## config.mk

```make
export PLATFORM = sky130hd
export DESIGN_NAME = rr_grant_sequencer_flat
export DESIGN_NICKNAME = d
export VERILOG_FILES = /design/src/rtl/rr_grant_sequencer_pkg.sv /design/src/rtl/rr_grant_sequencer_if.sv /design/src/rtl/rr_grant_sequencer_pick4.sv /design/src/rtl/rr_grant_sequencer.sv /design/src/flat_wrapper.sv
export SDC_FILE = /design/constraint.sdc
export NUM_CORES = 1
export LEC_CHECK = 0
export CAP_MARGIN = 20
export CORE_MARGIN = 5
export CORE_UTILIZATION = 25
export DETAILED_ROUTE_END_ITERATION = 10
export PLACE_DENSITY_LB_ADDON = 0.15
export SETUP_SLACK_MARGIN = 0.2
export SLEW_MARGIN = 20
export SYNTH_ARGS = -nofsm -noshare
export SYNTH_HDL_FRONTEND = slang
export SYNTH_SLANG_ARGS = --single-unit
```

## constraint.sdc

```tcl
create_clock -name clk -period 3.95 [get_ports clk]
set_input_delay 0.395 -clock clk [delete_from_list [all_inputs] [get_ports clk]]
set_output_delay 0.395 -clock clk [all_outputs]
set_load 0.03 [all_outputs]
```

## src/rtl/rr_grant_sequencer_pkg.sv

```systemverilog
// Shared types and sizes for the four-requester round-robin grant sequencer.
// Optional hold timeout is compiled in with ARB_TIMEOUT_EN.
package rr_grant_sequencer_pkg;

    localparam int NUM_REQ = 4;
    localparam int IDX_W   = 2;
    localparam int HOLD_W  = 8;

    typedef enum logic {
        IDLE  = 1'b0,
        GRANT = 1'b1
    } arb_state_e;

    function automatic logic [NUM_REQ-1:0] idx_to_onehot(input logic [IDX_W-1:0] idx);
        return NUM_REQ'(1) << idx;
    endfunction

endpackage

```

## src/rtl/rr_grant_sequencer_if.sv

```systemverilog
// Request/grant bundle between the requesting agents (master) and the arbiter (slave).
interface rr_grant_sequencer_if;
    import rr_grant_sequencer_pkg::*;

    logic               enable_n;
    logic [NUM_REQ-1:0] req;
    logic [NUM_REQ-1:0] gnt;
    logic [IDX_W-1:0]   gnt_idx;
    logic               gnt_valid;

    modport master (
        output enable_n,
        output req,
        input  gnt,
        input  gnt_idx,
        input  gnt_valid
    );

    modport slave (
        input  enable_n,
        input  req,
        output gnt,
        output gnt_idx,
        output gnt_valid
    );

endinterface

```

## src/rtl/rr_grant_sequencer_pick4.sv

```systemverilog
// Combinational 4-way rotating priority picker: first set request at or after ptr_i, wrapping.
module rr_pick4
    import rr_grant_sequencer_pkg::*;
(
    input  logic [NUM_REQ-1:0] req_i,
    input  logic [IDX_W-1:0]   ptr_i,
    output logic [IDX_W-1:0]   idx_o,
    output logic               valid_o
);

    logic [IDX_W-1:0] cand;

    // Scanning from the farthest offset down lets the closest candidate to ptr_i win last.
    always_comb begin
        idx_o = '0;
        cand  = '0;
        for (int k = NUM_REQ - 1; k >= 0; k--) begin
            cand = ptr_i + IDX_W'(k);
            if (req_i[cand]) begin
                idx_o = cand;
            end
        end
    end

    assign valid_o = |req_i;

endmodule

```

## src/rtl/rr_grant_sequencer.sv

```systemverilog
// Round-robin arbiter owning the grant index; one-hot grant is decoded from the registered index.
// Define ARB_TIMEOUT_EN to force release after MAX_HOLD consecutive grant cycles.
module rr_grant_sequencer
    import rr_grant_sequencer_pkg::*;
#(
    parameter int unsigned MAX_HOLD = 8
) (
    input  logic                 clk,
    input  logic                 rst_n,
    rr_grant_sequencer_if.slave  bus
);

    arb_state_e       state_q, state_d;
    logic [IDX_W-1:0] idx_q, idx_d;
    logic             valid_q, valid_d;
    logic [IDX_W-1:0] ptr_q, ptr_d;
    logic [IDX_W-1:0] pick_idx;
    logic             pick_valid;

    if (MAX_HOLD < 1 || MAX_HOLD > 255) begin : g_max_hold_out_of_range
    end

`ifdef ARB_TIMEOUT_EN
    localparam logic [HOLD_W-1:0] HOLD_LAST = HOLD_W'(MAX_HOLD - 1);
    logic [HOLD_W-1:0] hold_q, hold_d;
`endif

    rr_pick4 u_pick (
        .req_i   (bus.req),
        .ptr_i   (ptr_q),
        .idx_o   (pick_idx),
        .valid_o (pick_valid)
    );

    always_ff @(posedge clk or negedge rst_n) begin
        if (!rst_n) begin
            state_q <= IDLE;
            idx_q   <= '0;
            valid_q <= 1'b0;
            ptr_q   <= '0;
`ifdef ARB_TIMEOUT_EN
            hold_q  <= '0;
`endif
        end else begin
            state_q <= state_d;
            idx_q   <= idx_d;
            valid_q <= valid_d;
            ptr_q   <= ptr_d;
`ifdef ARB_TIMEOUT_EN
            hold_q  <= hold_d;
`endif
        end
    end

    // The pointer advances at grant time, so an abort or timeout never rewinds priority.
    always_comb begin
        state_d = state_q;
        idx_d   = idx_q;
        valid_d = valid_q;
        ptr_d   = ptr_q;
`ifdef ARB_TIMEOUT_EN
        hold_d  = hold_q;
`endif
        case (state_q)
            IDLE: begin
                idx_d   = '0;
                valid_d = 1'b0;
                if (!bus.enable_n && pick_valid) begin
                    state_d = GRANT;
                    idx_d   = pick_idx;
                    valid_d = 1'b1;
                    ptr_d   = pick_idx + IDX_W'(1);
`ifdef ARB_TIMEOUT_EN
                    hold_d  = '0;
`endif
                end
            end
            GRANT: begin
                if (bus.enable_n || !bus.req[idx_q]) begin
                    state_d = IDLE;
                    idx_d   = '0;
                    valid_d = 1'b0;
`ifdef ARB_TIMEOUT_EN
                end else if (hold_q == HOLD_LAST) begin
                    state_d = IDLE;
                    idx_d   = '0;
                    valid_d = 1'b0;
                end else begin
                    hold_d  = hold_q + HOLD_W'(1);
`endif
                end
            end
            default: begin
                state_d = IDLE;
                idx_d   = '0;
                valid_d = 1'b0;
            end
        endcase
    end

    assign bus.gnt       = valid_q ? idx_to_onehot(idx_q) : '0;
    assign bus.gnt_idx   = idx_q;
    assign bus.gnt_valid = valid_q;

endmodule
```

## src/flat_wrapper.sv

```systemverilog
// flat-port wrapper written by rule: the top's interface ports become plain ports
module rr_grant_sequencer_flat import rr_grant_sequencer_pkg::*;
#(
    parameter int unsigned MAX_HOLD = 8
)
  (clk, rst_n, bus_enable_n, bus_req, bus_gnt, bus_gnt_idx, bus_gnt_valid);
  rr_grant_sequencer_if bus_i ();
  input  logic clk;
  input  logic rst_n;
  input wire logic [$bits(bus_i.enable_n)-1:0] bus_enable_n;
  input wire logic [$bits(bus_i.req)-1:0] bus_req;
  output wire logic [$bits(bus_i.gnt)-1:0] bus_gnt;
  output wire logic [$bits(bus_i.gnt_idx)-1:0] bus_gnt_idx;
  output wire logic [$bits(bus_i.gnt_valid)-1:0] bus_gnt_valid;
  assign bus_i.enable_n = bus_enable_n;
  assign bus_i.req = bus_req;
  assign bus_gnt = bus_i.gnt;
  assign bus_gnt_idx = bus_i.gnt_idx;
  assign bus_gnt_valid = bus_i.gnt_valid;
  rr_grant_sequencer #(.MAX_HOLD(MAX_HOLD)) u_core (.clk(clk), .rst_n(rst_n), .bus(bus_i));
endmodule
```

[Word level (Yosys, flattened, before mapping)]
Index checks and enable logic that the tools add are counted.
Widths: inputs -> output; s select.
Storage, ports and cells
  flip-flop bits (word level): 6
  input port bits: 7
  output and inout port bits: 7
Operators by class
  $add $sub $neg: 4
  $lt $le $gt $ge: 5
  eq/ne operators: 1
  shift operators: 1
  mux-type cells: 23
  bitwise operators: 1
  reductions and logical operators: 6
Operator list (count)
  $lt 2x3->1 const B: 5
  $mux 2: 6
  $bmux 1 s2: 5
  $mux 1: 8
  $add 2x1->2 const B: 2
  $add 2x2->2 const B: 2
  $mux 4: 1
  $pmux 1 s2: 2
  $pmux 2 s2: 1
  $reduce_or 4->1: 1
  $shl 1x2->4 const A: 1
  $logic_not 1->1: 2
  $ne 2x2->1 const B: 1
  $reduce_and 2->1: 1
  $logic_and 1x1->1: 1
  $logic_or 1x1->1: 1
  $not 1->1: 1

[Logic depth before layout (Yosys ltp)]
Gate-level depths: netlist (run 1).
  depth after elaboration: 9
  gate-level depth with buffers: 5
  mapped depth without buffers: 5

[By module]
From an unflattened synthesis (run 1), not the netlist that was laid out.
Unflattened totals
  cell total of the unflattened synthesis: 41
  area, all modules: 402.9 µm²
By module, submodules not included
  rr_grant_sequencer: times used 1, cells each 28, area an instance 325.3 µm²
  rr_pick4: times used 1, cells each 13, area an instance 77.6 µm²

[Worst setup path before layout (run 1)]
No wires, ideal clock.
  path type: reg2out
  from: register u_core.idx_q[0], in the netlist u_core.bus.gnt_idx[0]
  to: output bus_gnt[0]
  arrival time: 1.326 ns
  setup slack: 2.229 ns
  stages on the path, launching flop included: 2
  cell sequence: dfrtp_1 > nor3b_1
Between the ends
  longest elaborated chain between the ends: 2
RTL lines
  start, declared: line rr_grant_sequencer.sv:14  | logic [IDX_W-1:0] idx_q, idx_d;
  start signal, assigned: line rr_grant_sequencer.sv:46  | idx_q <= idx_d;
  $shl 1x2->4: line rr_grant_sequencer_pkg.sv:15  | return NUM_REQ'(1) << idx;
  $mux 4: line rr_grant_sequencer.sv:101  | assign bus.gnt = valid_q ? idx_to_onehot(idx_q) : '0;
  end, declared: line flat_wrapper.sv:12  | output wire logic [$bits(bus_i.gnt)-1:0] bus_gnt;
No other way between the ends.

[Worst setup path after layout (run 1)]
Ends and elaborated chain as after synthesis.

==> impl_metrics.ini, run 1 <==
[outcome]
outcome = completed

[global_routing]
grt_max_degree = 8
grt_pass1_wl_mm = 1.32
antenna_found_initial = 0
track_usage = 0.0906
overflow = 0
grt_pass1_vias = 289

[logic_synthesis]
synth-edff-count = 0
avgSynthCellArea_um2 = 9.52
synth_top_family_by_area = simple AND/OR/NAND/NOR gates
synth_nets = 45
ys_warn_count = 0
yosys.area.top_type = dfrtp_1
yosys.area.top_type_share = 0.415
muxShareOfSynthArea = 0.0623
yosysMostFrequentCell = dfrtp_1
syn_area_um2 = 362
synthTopCellsByCount = dfrtp_1 (6), inv_1 (5), nand2_1 (5)
synth_xor_area_frac = 0.0242
ys_async_sr_fraction = 1.00
synth_compound_area_frac = 0.190
ys_seq_elements = 6
synthTopCellsByArea = dfrtp_1 (42%), mux4_2 (6.2%), inv_1 (5.2%), nand2_1 (5.2%), a221oi_1 (4.8%)
ys.flop_type = dfrtp_1
synth_fa_ha_area_frac = 0
synth.distinct_cells = 20
synthCells = 38
synth-simple-area-share = 0.256
seq_area_frac_synth = 0.415

[cells_and_area]
layout-drive-gt1-share = 0.148
insertedDiodeCount = 0
fin_cells = 69
nets = 63
area.growth.synth_to_final_pct = 47.4

[setup_path]
crit_path_start_kind = register
critPathLaunch = u_core.bus.gnt_idx[0]$_DFFE_PN0P_
end_kind = output port
path_max_fanout = 7
critPathArrivalTime_ps = 1610
required_ps = 3560
rr_startpoint = u_core.bus.gnt_idx[0]$_DFFE_PN0P_
path_class = register to output port

[power_and_ir_drop]
p_leak_nw = 0.237
pwr_density_cell_nw_per_um2 = 497
vdd_ir_drop_max_mv = 0.228

[clock_tree]
post_cts_resized = 0
cts.clk_slew.worst_paths_ps = 40
clockBufferDepth = 2
cts_tree = done
cts.sink_count = 6
htree_num_levels = 1
postCtsSetupRepairBufs = 0
postCtsHoldBufs = 0
cts_made_buffers = 3
root_buffer = clkbuf_4
clk_latency_ps = 250

[sta]
hold_viol_final = 0
skew_ps = 0.970
max_slew_margin = 0.786
finalSetupViolCount = 0
final.period_utilization = 0.507
final.setup.tns_ps = 0
final-max-slew-violation-count = 0
worst_slack_ps = 1950
whs_ps = 386
period_needed_ps = 2000
tightest_slew_ps = 317
max_freq_ghz = 0.499
rsz0062_at_grt = no

[floorplan]
die_h_um = 48.0
die-area_um2 = 2310
ios = 14
start_util = 0.271
core_area_um2 = 1330
core.rowCount = 13
die_w_um = 48.0

[detailed_routing]
post_drt_wl_per_cell_um = 12.3
vias = 345
drt_iter0_drc = 7
avgViaCountPerCell = 5.00
routed_wl_um = 847
drtAntennaViolNets = 0
first_pass_iters = 4
drc = 0

[run]
maxCapViolations = 0

[place]
port_buffers = 13
pre_cts_ws_ps = 2020
dp_cells = 66
dp_hpwl_um = 623
gp_congestion = 0.709

[worst_hold_path]
hold_class = primary input to async pin
## cell families (layout without fill, tap and decap cells)
group / after synthesis / in the layout
and+or+nand+nor: 15 / 15
AOI/OAI and AO/OA: 10 / 10
DFF: 6 / 6
buffers and inverters: 5 / 21
xor gates and xnor gates: 1 / 1
muxes: 1 / 1
## cell usage in the layout (no fill, tap or decap), drive strengths merged, types with 2 or more instances in the layout
master         netlist  routed
clkbuf               0       3
dfrtp                6       6
or2                  2       2
nand2                5       5
inv                  5       5
and3b                2       2
nor2                 2       2
a221oi               2       2
a21oi                3       3
clkdlybuf4s50        0      13
## worst paths after layout
kind | cells after the start | slack [ps] | to
worst max-delay path | 2 | 1950 | bus_gnt[0]
worst min-delay path | 1 | 390 | u_core.bus.gnt_valid$_DFFE_PN0P_
worst max register to register | 3 | 2440 | u_core.bus.gnt_idx[1]$_DFFE_PN0P_
worst min register to register | 2 | 550 | u_core.bus.gnt_valid$_DFFE_PN0P_
max in group asynchronous | 1 | 3350 | u_core.ptr_q[1]$_DFFE_PN0P_
min in group clk | 2 | 550 | u_core.bus.gnt_valid$_DFFE_PN0P_
## stage by stage
| step | total power (W) | instance area [um2] | util |
|---|---|---|---|
| CTS | 0.000270 | 533 | 0.400 |
| finish | 0.000265 | 533 | 0.400 |
| floorplan | 0.000168 | 362 | - |
| detailed placement | 0.000209 | 510 | 0.383 |
| global route | 0.000285 | 533 | 0.400 |
| global placement | 0.000209 | 510 | 0.383 |
## registers in the layout (all words and copies together) (netlist names)
| signal | flops |
|---|---|
| u_core.bus.gnt_idx | 2 |
| u_core.ptr_q | 2 |
| u_core.bus.gnt_valid | 1 |
| u_core.state_q | 1 |
## final cells by class
cell class                      count  area (um2)
Sequential cell                     6         150
Fill cell                         127         801
Tap cell                           15        18.8
Inverter                            5        18.8
Multi-Input combinational cell     27         193
Clock buffer                        3        22.5
Timing Repair Buffer               13         130
## power breakdown
part            total, W  internal (W)  switching [W]
clock network  0.0000575     0.0000344      0.0000230
registers      0.0000974     0.0000785      0.0000189
logic           0.000110     0.0000540      0.0000561
total           0.000265      0.000167      0.0000981
## layer usage
layer	vias to the layer above	GRT usage	wire (um)
met1	162	0.106	367
met4	0	0.0645	17
met3	4	0.0677	89
met2	10	0.111	373
met5	-	0	0
li1	169	-	-
## critical path: stages (launching register included)
cell	delay, ps
dfrtp_1	440
nor3b_1	220
clkdlybuf4s50_1	700
(Power assumes the default switching activity.)
==> run 2: changes to the inputs <==
==> constraint.sdc (replaced) <==
create_clock -name clk -period 1.6 [get_ports clk]
set_input_delay 0.16 -clock clk [delete_from_list [all_inputs] [get_ports clk]]
set_output_delay 0.16 -clock clk [all_outputs]
set_load 0.03 [all_outputs]
==> impl_metrics.ini, run 2 (same netlist as run 1, synthesis figures left out) <==
[place]
gp_congestion = 0.705
port_buffers = 13
dp_hpwl_um = 671

[sta]
max_freq_ghz = 0.685
final.period_utilization = 0.913
finalSetupViolCount = 0
skew_ps = 7.05
tightest_slew_ps = 301
rsz0062_at_grt = yes
period_needed_ps = 1460
final-max-slew-violation-count = 0
hold_viol_final = 0
final.setup.tns_ps = 0
max_slew_margin = 0.800

[clock_tree]
cts_made_buffers = 3
clk_latency_ps = 250
htree_num_levels = 1
root_buffer = clkbuf_4
cts_tree = done
clockBufferDepth = 2
cts.sink_count = 6
cts.clk_slew.worst_paths_ps = 50

[power_and_ir_drop]
p_leak_nw = 0.316
vdd_ir_drop_max_mv = 0.666
pwr_density_cell_nw_per_um2 = 1190

[detailed_routing]
first_pass_iters = 2
drtAntennaViolNets = 0
routed_wl_um = 943
drt_iter0_drc = 1
avgViaCountPerCell = 4.62
post_drt_wl_per_cell_um = 12.4
drc = 0
vias = 351

[run]
maxCapViolations = 0

[floorplan]
core.rowCount = 13
core_area_um2 = 1330
start_util = 0.271
die_w_um = 48.0
die-area_um2 = 2310
die_h_um = 48.0
ios = 14

[setup_path]
cpMaxStageDelayCell = mux4_2
crit_path_start_kind = register
end_kind = register
crit_path_max_incr_delay_ps = 510
crit_buf_inv = 0
critPathArrivalTime_ps = 1590
crit_chain = mux4_2, and3b_4, or2_1
required_ps = 1730
path_max_fanout = 7
path_class = register to register
path_delay_family = multiplexers

[cells_and_area]
nets = 69
area.growth.synth_to_final_pct = 66.1
postLayoutCoreUtil = 0.450
layout-drive-gt1-share = 0.410
final_cell_mix = buf_4 (6), inv_1 (5), nand2_1 (4), dlygate4sd2_1 (4), dfrtp_1 (4)
final_common_cell = buf_4
n_fill_cell = 136
insertedDiodeCount = 0

[outcome]
outcome = completed

[global_routing]
grt_pass1_wl_mm = 1.42
overflow = 0
antenna_found_initial = 0
track_usage = 0.0959
grt_max_degree = 8
grt_pass1_vias = 320

[worst_hold_path]
hold_class = primary input to async pin
run 2: cell count changes in the layout (fill, tap and decap cells not counted), moves of 3 or more:
cell             previous run  this run
dlymetal6s2s_1              0         3
buf_4                       0         6
dlygate4sd2_1               0         4
clkdlybuf4s50_1            13         2
run 2: path summary, 6_finish.rpt:
path                                                     endpoint  slack (ps)  depth (start not counted)                               from
worst max register to register           u_core.state_q$_DFF_PN0_         140                          3  u_core.bus.gnt_idx[0]$_DFFE_PN0P_
worst max-delay path                     u_core.state_q$_DFF_PN0_         140                          3  u_core.bus.gnt_idx[0]$_DFFE_PN0P_
min in group clk                         u_core.state_q$_DFF_PN0_         510                          4                         bus_req[1]
max in group asynchronous       u_core.bus.gnt_idx[0]$_DFFE_PN0P_        1220                          1                              rst_n
worst min register to register   u_core.bus.gnt_valid$_DFFE_PN0P_         540                          2   u_core.bus.gnt_valid$_DFFE_PN0P_
worst min-delay path                     u_core.state_q$_DFF_PN0_         150                          1                              rst_n
run 2: stage by stage:
| stage | worst slack, ps | hold slack [ps] | power, W | area, um2 | cells |
|---|---|---|---|---|---|
| floorplan | 98.5 | -136 | 0.000417 | 363 | 38 |
| finish | 139 | 151 | 0.000712 | 601 | 76 |
| global route | 89.7 | 153 | 0.000777 | 601 | 76 |
| detailed placement | -100 | 418 | 0.000546 | 549 | 71 |
| CTS | 112 | 150 | 0.000691 | 571 | 75 |
| global placement | -69.0 | 430 | 0.000543 | 549 | 71 |
run 2: cell type report:
class                      count  area, um2  area share
sequential                     6        153       0.254
timing repair buffer          19        164       0.273
tap                           15       18.8      0.0313
clock buffer                   4       26.3      0.0438
inverter                       5       18.8      0.0313
multi-input combinational     27        220       0.367
run 2: layer usage:
metal / GRT usage / up-vias / part of all wire
met5: 0 / - / 0
met3: 0.0602 / 0 / 0.082
met4: 0.0323 / 0 / 0
met1: 0.124 / 159 / 0.47
met2: 0.129 / 8 / 0.45
li1: - / 184 / -
run 2: power breakdown:
part	internal (W)	switching (W)	leakage [nW]
registers	0.000196	0.0000485	0.0703
clock network	0.0000946	0.0000573	0.0150
logic	0.000151	0.000165	0.231
run 2: timing repair:
action / CTS / global route
resized for setup: 12 / 16
hold buffers: 0 / 0
pin swaps: 1 / 3
setup endpoints to repair: 10 / 10
buffers inserted: 0 / 1
==> run 3: changes to the inputs <==
--- a/config.mk
+++ b/config.mk
@@ -9,6 +9,7 @@
 export CORE_MARGIN = 5
 export CORE_UTILIZATION = 25
 export DETAILED_ROUTE_END_ITERATION = 10
+export GPL_ROUTABILITY_DRIVEN = 0
 export PLACE_DENSITY_LB_ADDON = 0.15
 export SETUP_SLACK_MARGIN = 0.2
 export SLEW_MARGIN = 20
==> results of run 3 <==
Final layout, timing and power as in run 2 (identical DEF).
